### src/rtl/hazard_ctrl_pkg.sv
// Shared types and constants for the pipeline sequencing controller.
package hazard_ctrl_pkg;

  typedef enum logic [1:0] {
    RUN       = 2'd0,
    CTRL_WAIT = 2'd1,
    DRAIN     = 2'd2,
    HALTED    = 2'd3
  } hctrl_state_t;

  localparam logic [4:0] REG_ZERO = 5'd0;

  // x0 is hard-wired, so it never carries a dependency.
  function automatic logic is_live_reg(input logic [4:0] addr);
    return addr != REG_ZERO;
  endfunction

endpackage

### src/rtl/hazard_ctrl_scoreboard.sv
// Per-register in-flight writer counters with two busy read ports and a full
// flag for the destination of the instruction trying to issue.
module hazard_ctrl_scoreboard
  import hazard_ctrl_pkg::*;
#(
  parameter int RFADDR = 5,
  parameter int PEND_W = 2
) (
  input  logic              clk,
  input  logic              reset,
  input  logic              inc_en,
  input  logic [RFADDR-1:0] inc_addr,
  input  logic              dec_en,
  input  logic [RFADDR-1:0] dec_addr,
  input  logic [RFADDR-1:0] rd_addr_a,
  input  logic [RFADDR-1:0] rd_addr_b,
  input  logic [RFADDR-1:0] full_addr,
  output logic              busy_a,
  output logic              busy_b,
  output logic              full
);

  localparam int NREG = 1 << RFADDR;
  localparam logic [PEND_W-1:0] PEND_MAX = '1;

  logic [PEND_W-1:0] pend [NREG];
  logic [NREG-1:0]   inc_hit;
  logic [NREG-1:0]   dec_hit;

  always_comb begin
    inc_hit = '0;
    dec_hit = '0;
    for (int i = 1; i < NREG; i++) begin
      inc_hit[i] = inc_en && (inc_addr == RFADDR'(i));
      dec_hit[i] = dec_en && (dec_addr == RFADDR'(i));
    end
  end

  // A same-cycle issue and retire of one register cancel out.
  always_ff @(posedge clk) begin
    if (reset) begin
      for (int i = 0; i < NREG; i++) begin
        pend[i] <= '0;
      end
    end else begin
      pend[0] <= '0;
      for (int i = 1; i < NREG; i++) begin
        if (inc_hit[i] && !dec_hit[i]) begin
          if (pend[i] != PEND_MAX) begin
            pend[i] <= pend[i] + 1'b1;
          end
        end else if (dec_hit[i] && !inc_hit[i]) begin
          if (pend[i] != '0) begin
            pend[i] <= pend[i] - 1'b1;
          end
        end
      end
    end
  end

  assign busy_a = pend[rd_addr_a] != '0;
  assign busy_b = pend[rd_addr_b] != '0;
  assign full   = pend[full_addr] == PEND_MAX;

  // A retire with no recorded writer means the pipeline lost track of an instruction.
  a_no_underflow : assert property (@(posedge clk) disable iff (reset)
    (dec_en && dec_addr != '0) |-> (pend[dec_addr] != '0));

endmodule

### src/rtl/hazard_ctrl.sv
// Issue/stall/flush/redirect sequencing for the 5-stage core.
// Optional stall counter built only when HAZARD_PERF_CNT_EN is defined.
//
// state     | meaning
// ----------+---------------------------------------------------------------
// RUN       | normal issue; stalls on RAW or full scoreboard entry
// CTRL_WAIT | jump/branch in flight; fetch frozen until it resolves at WB
// DRAIN     | ecall in flight; waiting for it to retire
// HALTED    | ecall retired; everything frozen until reset
module hazard_ctrl
  import hazard_ctrl_pkg::*;
#(
  parameter int RFADDR = 5,
  parameter int PEND_W = 2,
  parameter int CNT_W  = 32
) (
  input  logic              clk,
  input  logic              reset,
  input  logic              id_valid,
  input  logic [RFADDR-1:0] id_rs1,
  input  logic [RFADDR-1:0] id_rs2,
  input  logic              id_use_rs1,
  input  logic              id_use_rs2,
  input  logic              id_rf_wr_en,
  input  logic [RFADDR-1:0] id_rd,
  input  logic              id_ctrl,
  input  logic              id_ecall,
  input  logic              wb_rf_wr_en,
  input  logic [RFADDR-1:0] wb_rd,
  input  logic              wb_ctrl,
  input  logic              wb_ecall,
  output logic              issue,
  output logic              idex_bubble,
  output logic              ifid_en,
  output logic              ifid_flush,
  output logic              pc_en,
  output logic              pc_redirect,
  output logic              halted,
  output logic [CNT_W-1:0]  stall_cycles
);

  hctrl_state_t state, state_nxt;

  logic busy_rs1, busy_rs2, rd_full;
  logic rs1_live, rs2_live, rd_live;
  logic hazard;
  logic sb_inc, sb_dec;

  assign rs1_live = is_live_reg(5'(id_rs1));
  assign rs2_live = is_live_reg(5'(id_rs2));
  assign rd_live  = is_live_reg(5'(id_rd));

  // A writer whose destination counter is saturated waits like a RAW stall.
  assign hazard = id_valid &&
                  ((id_use_rs1 && rs1_live && busy_rs1) ||
                   (id_use_rs2 && rs2_live && busy_rs2) ||
                   (id_rf_wr_en && rd_live && rd_full));

  assign sb_inc = issue && id_rf_wr_en && rd_live;
  assign sb_dec = wb_rf_wr_en && is_live_reg(5'(wb_rd));

  hazard_ctrl_scoreboard #(
    .RFADDR (RFADDR),
    .PEND_W (PEND_W)
  ) u_scoreboard (
    .clk       (clk),
    .reset     (reset),
    .inc_en    (sb_inc),
    .inc_addr  (id_rd),
    .dec_en    (sb_dec),
    .dec_addr  (wb_rd),
    .rd_addr_a (id_rs1),
    .rd_addr_b (id_rs2),
    .full_addr (id_rd),
    .busy_a    (busy_rs1),
    .busy_b    (busy_rs2),
    .full      (rd_full)
  );

  always_ff @(posedge clk) begin
    if (reset) begin
      state <= RUN;
    end else begin
      state <= state_nxt;
    end
  end

  always_comb begin
    state_nxt   = state;
    issue       = 1'b0;
    idex_bubble = 1'b1;
    ifid_en     = 1'b0;
    ifid_flush  = 1'b1;
    pc_en       = 1'b0;
    pc_redirect = 1'b0;
    halted      = 1'b0;

    unique case (state)
      RUN: begin
        issue       = id_valid && !hazard;
        pc_en       = !hazard;
        ifid_en     = !hazard;
        idex_bubble = !issue;
        ifid_flush  = issue && (id_ctrl || id_ecall);
        if (issue && id_ctrl) begin
          state_nxt = CTRL_WAIT;
        end else if (issue && id_ecall) begin
          state_nxt = DRAIN;
        end
      end
      CTRL_WAIT: begin
        if (wb_ctrl) begin
          pc_en       = 1'b1;
          pc_redirect = 1'b1;
          state_nxt   = RUN;
        end
      end
      DRAIN: begin
        if (wb_ecall) begin
          state_nxt = HALTED;
        end
      end
      HALTED: begin
        halted = 1'b1;
      end
      default: begin
        state_nxt = RUN;
      end
    endcase

    if (reset) begin
      state_nxt   = RUN;
      issue       = 1'b0;
      idex_bubble = 1'b1;
      ifid_en     = 1'b0;
      ifid_flush  = 1'b1;
      pc_en       = 1'b0;
      pc_redirect = 1'b0;
      halted      = 1'b0;
    end
  end

`ifdef HAZARD_PERF_CNT_EN
  logic [CNT_W-1:0] stall_q;

  always_ff @(posedge clk) begin
    if (reset) begin
      stall_q <= '0;
    end else if (id_valid && !issue && (state != HALTED) && (stall_q != '1)) begin
      stall_q <= stall_q + 1'b1;
    end
  end

  assign stall_cycles = stall_q;
`else
  assign stall_cycles = '0;
`endif

  // Control/ecall can only reach WB after the FSM left RUN for it.
  a_no_stray_wb : assert property (@(posedge clk) disable iff (reset)
    (state == RUN) |-> !(wb_ctrl || wb_ecall));

endmodule

### config.mk
export PLATFORM = sky130hd
export DESIGN_NAME = hazard_ctrl
export DESIGN_NICKNAME = d
export VERILOG_FILES = /design/src/rtl/hazard_ctrl_pkg.sv /design/src/rtl/hazard_ctrl_scoreboard.sv /design/src/rtl/hazard_ctrl.sv
export SDC_FILE = /design/constraint.sdc
export NUM_CORES = 1
export LEC_CHECK = 0
export ABC_CLOCK_PERIOD_IN_PS = 5400
export CAP_MARGIN = 10
export CORE_MARGIN = 1.5
export CORE_UTILIZATION = 50
export DETAILED_ROUTE_END_ITERATION = 7
export GPL_TIMING_DRIVEN = 0
export PLACE_DENSITY_LB_ADDON = 0.25
export SYNTH_ARGS = -nofsm -noshare
export SYNTH_HDL_FRONTEND = slang
export SYNTH_SLANG_ARGS = --single-unit
export TNS_END_PERCENT = 30
### constraint.sdc
create_clock -name clk -period 5.4 [get_ports clk]
set_input_delay 0.81 -clock clk [delete_from_list [all_inputs] [get_ports clk]]
set_output_delay 0.81 -clock clk [all_outputs]
set_load 0.02 [all_outputs]
==> run_results.csv, run 1 <==
group,metric,value,unit
outcome,status,"complete, but fails checks",
outcome,violations,"design-rule violations",
synth,synth-compound-area-share,19.9,%
timing,slew_viol_final,0,
hold_path,holdCritPathClass,"flop to flop",
cells_and_area,drive_gt1_share,13.6,%
placement,dp_hpwl,16.9,mm
setup_path,worstSetupStartpointType,"input pin",
timing,rsz0062_at_grt,"no",
power_and_ir_drop,power,1.68,mW
synth,yosysSeqAreaShare,30.6,%
clock_tree,cts_buffers,9,
timing,post-route-period-util,94.1,%
detailed_routing,avgRoutedWirePerCell,23.1,µm
synth,synth_ff_type,"edfxtp_1",
synth,netlist_area,6210,µm²
clock_tree,ctsHoldBuffers,0,
synth,synth_cell_types,83,
setup_path,crit_chain,"clkdlybuf4s50_1, nor2b_1, a2111oi_0, a21o_1, a311oi_1, nor3_1, nand2b_1, a21oi_1, or2_1, clkdlybuf4s50_1",
synth,synth_top_family_by_area,"simple AND/OR/NAND/NOR gates",
clock_tree,htreeDepth,3,
clock_tree,cts_setup_buffers,0,
clock_tree,cts_tree,"done",
synth,avgSynthCellArea,8.50,µm²
setup_path,cp_slowest_cell,"nor3_1",
power_and_ir_drop,p_per_area,236,nW/µm²
detailed_routing,wl,22.6,mm
synth,synth-simple-area-share,29.2,%
clock_tree,cts.sink_count,64,
cells_and_area,regArea,1900,µm²
global_route,grt_pass1_vias,5921,
timing,timing.fmax,197,MHz
cells_and_area,syn_to_final_growth,14.4,%
clock_tree,clock-root-buffer,"clkbuf_16",
cells_and_area,multi_input_area,3900,µm²
synth,synthArstFlopShare,0,%
placement,io_buffers,29,
detailed_routing,drcViolationCount,2,
synth,synth_xor_area_share,1.13,%
floorplanning,start_util,51.5,%
clock_tree,cts.path.max_buffers,2,
detailed_routing,vias,6465,
hold_path,min_from,"state[0]",
floorplanning,rows,40,
setup_path,worstPathArrival,4.27,ns
floorplanning,die_w,114,µm
setup_path,path_max_fanout,7,
synth,synth_edf_count,62,
timing,finalHoldViolations,0,
floorplanning,die_h,114,µm
setup_path,crit_type,"input pin to output port",
floorplanning,core,12100,µm²
global_route,grt-ovfl-total,0,
job,max_cap_violations,0,
floorplanning,die_area,13100,µm²
cells_and_area,fin_nets,839,
clock_tree,clk_latency,0.35,ns
setup_path,crit_path_end_kind,"output port",
detailed_routing,drt_iter0_markers,1037,
cells_and_area,fillerInstances,1044,
power_and_ir_drop,cellLeakagePower,2.52,nW
setup_path,worst_path_most_repeated_cell,"clkdlybuf4s50_1",
power_and_ir_drop,peakVddDrop,0.179,mV
setup_path,r2r-start,"state[0]",
global_route,grt_pass1_wl,33.7,mm
timing,fin_crit,5.08,ns
setup_path,critPathLaunch,"id_rs2[0]",
synth,synth.area.mux_share,9.40,%
detailed_routing,vias_per_cell,6.63,
detailed_routing,ant_nets,0,
timing,relSlewSlack,26.4,%
global_route,grt_start_max_net_pins,11,
global_route,antenna_found_initial,0,
synth,ys_ff_latch,64,
detailed_routing,drtPass1Iterations,8,
cells_and_area,diodes,0,
timing,clock_skew,0.00701,ns
synth,syn_inst,731,
timing,tns,0,ns
timing,worstMarginPinSlew,1.10,ns
synth,yosys_warnings,0,
clock_tree,cts.clk_slew.worst_paths,0.06,ns
global_route,grt_usage,35.1,%
synth,yosys.area_share.adder,1.21,%
setup_path,cp.required,4.59,ns
timing,setup_viol,0,
setup_path,max_stage_delay,0.85,ns
clock_tree,cts_resized,0,
placement,place_congestion,0.978,
floorplanning,io_pins,70,
[critical path, delay by kind of cell]
kind | cells | cell delay (ns)
and+or+nand+nor | 4 | 1.42
buffers and inverters | 2 | 1.25
AOI/OAI and AO/OA | 4 | 0.77
[cells in the mapped netlist, drive strengths merged (10+ instances only)]
master	count	area (µm²)
and3	14	92.6
edfxtp	62	1860
buf	52	392
mux4	20	450
clkbuf	22	83.8
nand3	36	180
nor2	106	410
mux2i	10	100
nor2b	17	106
nand4	18	134
nor3	44	220
inv	14	52.6
nand2	74	280
o21ai	29	145
nand2b	10	62.6
a21oi	30	150
[sequential cells by signal (all words and copies together) (netlist names)]
signal	cells
u_scoreboard.pend	62
state	2
[cell type report]
| type | instances | area share (%) |
|---|---|---|
| tap | 168 | 2.96 |
| multi-input combinational | 610 | 54.9 |
| clock buffer | 11 | 3.27 |
| buffer | 74 | 6.69 |
| clock inverter | 5 | 0.669 |
| timing repair buffer | 29 | 4.08 |
| inverter | 14 | 0.739 |
| sequential | 64 | 26.7 |
[per-stage QoR]
| step | setup WS (ns) | hold WS, ns | instance area (µm²) | instances | util (%) |
|---|---|---|---|---|---|
| detailed placement | 0.342 | 0.575 | 6830 | 959 | 56.6 |
| finish | 0.320 | 0.592 | 7110 | 975 | 59.0 |
| CTS | 0.330 | 0.579 | 7110 | 975 | 59.0 |
| global placement | 0.340 | 0.548 | 6830 | 959 | 56.6 |
| global route | 0.130 | 0.605 | 7110 | 975 | 59.0 |
| floorplan | 1.62 | 0.525 | 6330 | 762 | - |
[worst paths after layout]
| check | endpoint | slack [ns] | cells after the start |
|---|---|---|---|
| setup / recovery | pc_en | 0.32 | 10 |
| hold reg to reg | state[0] | 0.59 | 2 |
| setup reg to reg | u_scoreboard.pend[15][1] | 1.82 | 11 |
| hold / removal | state[0] | 0.59 | 2 |
[report_power, final]
part           total [mW]  internal [mW]  leakage (nW)  switching, mW
combinational       0.470          0.178          1.73          0.291
clock               0.585          0.353         0.138          0.232
sequential          0.623          0.581         0.653         0.0422
[kinds of logic after synthesis]
logic type,Yosys count
other cells,1
mux,33
flops,64
fa+ha+maj,6
buf+inv,88
compound gates,167
simple gates,364
xor+xnor,8
[cells in the final DEF (no fill, tap or decap), drive strengths merged, types with 29 or more instances in the layout]
cell type,instances
nor2,106
nand2,74
edfxtp,62
buf,52
nor3,44
nand3,36
clkbuf,33
conb,32
a21oi,30
clkdlybuf4s50,29
o21ai,29
[layer usage]
layer | share of wire (%) | global-route usage [%] | vias up
li1 | - | - | 2876
met1 | 41 | 49.3 | 3002
met2 | 42 | 50.7 | 524
met3 | 14 | 8.89 | 63
met4 | 3.8 | 16.2 | 0
met5 | 0 | 0 | -
Power figures use the tool's default switching activity.
==> run 2, diff against run 1 <==
--- a/config.mk
+++ b/config.mk
@@ -10,6 +10,7 @@
 export CORE_MARGIN = 1.5
 export CORE_UTILIZATION = 50
 export DETAILED_ROUTE_END_ITERATION = 7
+export DONT_BUFFER_PORTS = 1
 export GPL_TIMING_DRIVEN = 0
 export PLACE_DENSITY_LB_ADDON = 0.25
 export SYNTH_ARGS = -nofsm -noshare
==> run_results.csv, run 2 (synthesis gave the netlist of run 1 again) <==
group,metric,value,unit
floorplanning,die_h,114,µm
clock_tree,cts_buffers,9,
clock_tree,cts.sink_count,64,
job,max_cap_violations,0,
hold_path,min_from,"u_scoreboard.pend[24][0]",
global_route,busiest_layer,"met2",
clock_tree,cts.path.max_buffers,2,
placement,dp_hpwl,17.2,mm
cells_and_area,drive_gt1_share,14.7,%
clock_tree,ctsHoldBuffers,0,
timing,whs,0.607,ns
global_route,grt-ovfl-total,0,
setup_path,worstPathArrival,3.65,ns
hold_path,min_path_cells,1,
timing,slew_viol_final,0,
placement,io_buffers,0,
timing,worstMarginPinSlew,1.01,ns
setup_path,r2r_cells,9,
detailed_routing,drcViolationCount,0,
cells_and_area,fin_nets,810,
global_route,grt_use_met1,46.3,%
power_and_ir_drop,p_per_area,252,nW/µm²
floorplanning,start_util,51.5,%
setup_path,path_max_fanout,10,
timing,post-route-period-util,82.5,%
detailed_routing,wl,22.9,mm
detailed_routing,vias_per_cell,6.78,
clock_tree,htreeDepth,3,
setup_path,r2r-start,"u_scoreboard.pend[11][0]",
timing,fin_ws,0.944,ns
cells_and_area,diodes,0,
detailed_routing,avgRoutedWirePerCell,24.2,µm
setup_path,critPathLaunch,"id_rd[0]",
clock_tree,clk_latency,0.35,ns
setup_path,cp.required,4.59,ns
hold_path,holdCritPathClass,"flop to flop",
clock_tree,cts_tree,"done",
placement,pre_cts_ws,1.04,ns
setup_path,crit_type,"input pin to output port",
cells_and_area,fillerInstances,1094,
detailed_routing,ant_nets,0,
cells_and_area,regArea,1900,µm²
clock_tree,cts_resized,0,
timing,timing.fmax,224,MHz
setup_path,worstSetupStartpointType,"input pin",
cells_and_area,largest_reg_flops,62,
floorplanning,die_area,13100,µm²
detailed_routing,drtPass1Iterations,5,
timing,clock_skew,0.0113,ns
power_and_ir_drop,cellLeakagePower,2.44,nW
detailed_routing,drt_iter0_markers,952,
cells_and_area,fin_area,6890,µm²
floorplanning,die_w,114,µm
timing,fin_crit,4.46,ns
global_route,grt_start_max_net_pins,13,
cells_and_area,multi_input_area,3900,µm²
cells_and_area,top_register,"u_scoreboard.pend",
cells_and_area,mostFrequentLayoutCell,"nor2_1",
global_route,grt_pass1_vias,5986,
floorplanning,io_pins,70,
timing,tns,0,ns
clock_tree,cts.clk_slew.worst_paths,0.05,ns
floorplanning,rows,40,
global_route,use_met2,51.5,%
global_route,grt_usage,35.7,%
global_route,grt_pass1_wl,34.2,mm
global_route,antenna_found_initial,0,
outcome,status,"finished, final reports clean",
global_route,groute.layer.met3.usage,15.4,%
setup_path,crit_path_end_kind,"output port",
detailed_routing,vias,6415,
clock_tree,clock-root-buffer,"clkbuf_16",
cells_and_area,final_cell_mix,"101 x nor2_1, 73 x nand2_1, 62 x edfxtp_1",
placement,place_congestion,1.01,
cells_and_area,syn_to_final_growth,10.8,%
placement,dpl_cell_area,6540,µm²
timing,relSlewSlack,31.9,%
cells_and_area,top_regs,"u_scoreboard.pend (62), state (2)",
timing,rsz0062_at_grt,"no",
floorplanning,core,12100,µm²
clock_tree,cts_setup_buffers,0,
timing,finalHoldViolations,0,
timing,setup_viol,0,
power_and_ir_drop,power,1.73,mW
power_and_ir_drop,peakVddDrop,0.150,mV
run 2: changes by cell type in the layout (fill, tap and decap cells not counted), sizes merged:
cell	previous run	this run
bufinv	1	3
clkbuf	33	31
clkdlybuf4s50	29	0
clkinv	4	3
clkinvlp	0	1
run 2: routing by layer:
| metal | share of wire, % | wire [µm] |
|---|---|---|
| met5 | 0 | 0 |
| met4 | 3.7 | 846 |
| met3 | 15 | 3500 |
| met2 | 42 | 9540 |
| met1 | 39 | 9010 |
run 2: where the power goes:
part	internal, mW	switching [mW]	leakage (nW)
Sequential	0.581	0.0423	0.653
Combinational	0.148	0.277	1.62
Clock	0.451	0.233	0.166
run 2: worst paths after layout:
| kind | to | slack [ns] |
|---|---|---|
| min | u_scoreboard.pend[24][0] | 0.61 |
| max reg2reg | u_scoreboard.pend[29][0] | 1.82 |
| min reg2reg | u_scoreboard.pend[24][0] | 0.61 |
| max | pc_en | 0.94 |
run 2: critical path, cell delays in order:
cell,delay [ns]
buf_6,0.17
buf_2,0.29
mux4_2,0.35
a2111oi_0,0.70
nand2_1,0.23
and4_4,0.27
buf_6,0.17
nand2b_1,0.08
a21oi_1,0.18
or2_1,0.38
run 2: layout make-up:
type / count / share of cell area, %
Tap cell: 168 / 3.05
Buffer: 74 / 6.90
Sequential cell: 64 / 27.6
Clock buffer: 9 / 3.27
Multi-Input combinational cell: 610 / 56.6
Inverter: 14 / 0.763
Clock inverter: 7 / 1.74
run 2: metrics by stage:
step	utilization, %	instances
after global routing	57.1	946
final	57.1	946
after global placement	54.2	930
after floorplan	-	762
after CTS	57.1	946
after detailed placement	54.2	930
==> run 3, diff against run 2 <==
--- a/config.mk
+++ b/config.mk
@@ -5,7 +5,7 @@
 export SDC_FILE = /design/constraint.sdc
 export NUM_CORES = 1
 export LEC_CHECK = 0
-export ABC_CLOCK_PERIOD_IN_PS = 5400
+export ABC_CLOCK_PERIOD_IN_PS = 4000
 export CAP_MARGIN = 10
 export CORE_MARGIN = 1.5
 export CORE_UTILIZATION = 50
==> constraint.sdc (replaced) <==
create_clock -name clk -period 4 [get_ports clk]
set_input_delay 0.6 -clock clk [delete_from_list [all_inputs] [get_ports clk]]
set_output_delay 0.6 -clock clk [all_outputs]
set_load 0.02 [all_outputs]
==> run_results.csv, run 3 (synthesis gave the netlist of run 1 again) <==
group,metric,value,unit
power_and_ir_drop,peakVddDrop,0.204,mV
cells_and_area,finish.utilization,57.3,%
setup_path,cp.required,3.40,ns
setup_path,r2r-start,"state[0]",
clock_tree,clk_latency,0.35,ns
power_and_ir_drop,switchingPower,0.754,mW
detailed_routing,drcViolationCount,0,
clock_tree,cts.clk_slew.worst_paths,0.06,ns
setup_path,crit_chain,"o21ai_0, o21ai_0, a2111o_1, a32oi_1, and4_4, buf_6, nand2_2, nor2_2, inv_1",
power_and_ir_drop,swShare,32.1,%
setup_path,critPathLaunch,"u_scoreboard.pend[11][0]",
timing,whs,0.604,ns
power_and_ir_drop,sequentialPowerShare,35.8,%
cells_and_area,diodes,0,
power_and_ir_drop,clockPowerShare,39.5,%
floorplanning,die_h,114,µm
timing,slew_viol_final,0,
timing,clock_skew,0.0113,ns
global_route,grt_usage,35.7,%
setup_path,max_stage_delay,0.50,ns
detailed_routing,vias_per_cell,6.72,
timing,relSlewSlack,37.4,%
clock_tree,cts_buffers,9,
floorplanning,start_util,51.5,%
timing,setup_viol,0,
power_and_ir_drop,p_per_area,340,nW/µm²
clock_tree,cts.path.max_buffers,2,
global_route,grt_pass1_wl,34.2,mm
setup_path,path_max_fanout,10,
cells_and_area,mostFrequentLayoutCell,"nor2_1",
setup_path,cp.buffers_inverters,2,
setup_path,crit_type,"flop to output port",
placement,io_buffers,0,
timing,rsz0062_at_grt,"no",
clock_tree,cts.sink_count,64,
global_route,antenna_found_initial,0,
power_and_ir_drop,combPwrFrac,24.6,%
cells_and_area,fin_area,6910,µm²
job,max_cap_violations,0,
timing,timing.fmax,257,MHz
clock_tree,htreeDepth,3,
cells_and_area,top_register,"u_scoreboard.pend",
clock_tree,cts_tree,"done",
detailed_routing,ant_nets,0,
cells_and_area,final_cell_mix,"100 x nor2_1, 73 x nand2_1, 62 x edfxtp_1",
detailed_routing,drtPass1Iterations,5,
hold_path,min_from,"u_scoreboard.pend[24][0]",
floorplanning,die_w,114,µm
power_and_ir_drop,cellLeakagePower,2.44,nW
global_route,grt-ovfl-total,0,
clock_tree,clock-root-buffer,"clkbuf_16",
timing,fin_crit,3.89,ns
setup_path,crit_family,"compound AO/OA/AOI/OAI gates",
cells_and_area,top_regs,"u_scoreboard.pend (62), state (2)",
cells_and_area,drive_gt1_share,15.2,%
detailed_routing,drt_iter0_markers,863,
detailed_routing,vias,6353,
placement,dpl_cell_area,6540,µm²
setup_path,worstPathArrival,3.29,ns
setup_path,crit_path_end_kind,"output port",
setup_path,worst_path_most_repeated_cell,"o21ai_0",
cells_and_area,fin_nets,810,
global_route,grt_start_max_net_pins,13,
outcome,status,"finished, final reports clean",
floorplanning,rows,40,
setup_path,cp_slowest_cell,"edfxtp_1",
placement,place_congestion,1.01,
power_and_ir_drop,internal-power,1.60,mW
floorplanning,core,12100,µm²
hold_path,holdCritPathClass,"flop to flop",
placement,dp_hpwl,17.2,mm
cells_and_area,syn_to_final_growth,11.1,%
detailed_routing,wl,22.9,mm
setup_path,worstSetupStartpointType,"flop",
floorplanning,die_area,13100,µm²
power_and_ir_drop,power,2.35,mW
cells_and_area,largest_reg_flops,62,
detailed_routing,avgRoutedWirePerCell,24.2,µm
floorplanning,io_pins,70,
timing,worstMarginPinSlew,0.932,ns
global_route,grt_pass1_vias,5986,
timing,finalHoldViolations,0,
timing,post-route-period-util,97.2,%
timing,tns,0,ns
==> run 3: cell counts in the layout (fill, tap and decap cells not counted) <==
Identical to the previous run, type by type.
==> run 3: cell type report <==
class	instances	area [µm²]
clock inverter	7	120
tap	168	210
multi-input combinational	610	3920
clock buffer	9	225
inverter	14	52.6
buffer	74	475
sequential	64	1900
fill	1091	5160
==> run 3: layer usage <==
layer | routed length [µm] | GRT usage, %
met3 | 3560 | 15.4
met1 | 8880 | 46.3
met5 | 0 | 0
met4 | 964 | 15.9
met2 | 9460 | 51.5
==> run 3: power groups by stage <==
stage,sequential (mW),combinational (mW),clock [mW]
CTS,0.839,0.556,0.929
finish,0.841,0.579,0.928
detailed placement,0.853,0.554,0
global route,0.849,0.616,0.956
floorplan,0.835,0.419,0
global placement,0.850,0.540,0
==> run 3: worst paths after layout <==
path                              endpoint  slack (ns)  cells past startpoint
setup / recovery               idex_bubble        0.11                      9
hold / removal    u_scoreboard.pend[24][0]        0.60                      1
setup reg to reg  u_scoreboard.pend[15][1]        0.42                     11
hold reg to reg   u_scoreboard.pend[24][0]        0.60                      1
==> run 3: repair_timing <==
action	4_1_cts	5_1_grt
hold buffers	0	0
setup endpoints to repair	0	2
gates resized for setup	0	5
setup buffers	0	0
==> run 3: stage by stage <==
step / setup slack (ns) / cells
floorplan: 0.642 / 762
global placement: 0.0898 / 930
finish: 0.113 / 946
global route: 0.0716 / 946
detailed placement: 0.0575 / 930
CTS: 0.0432 / 946
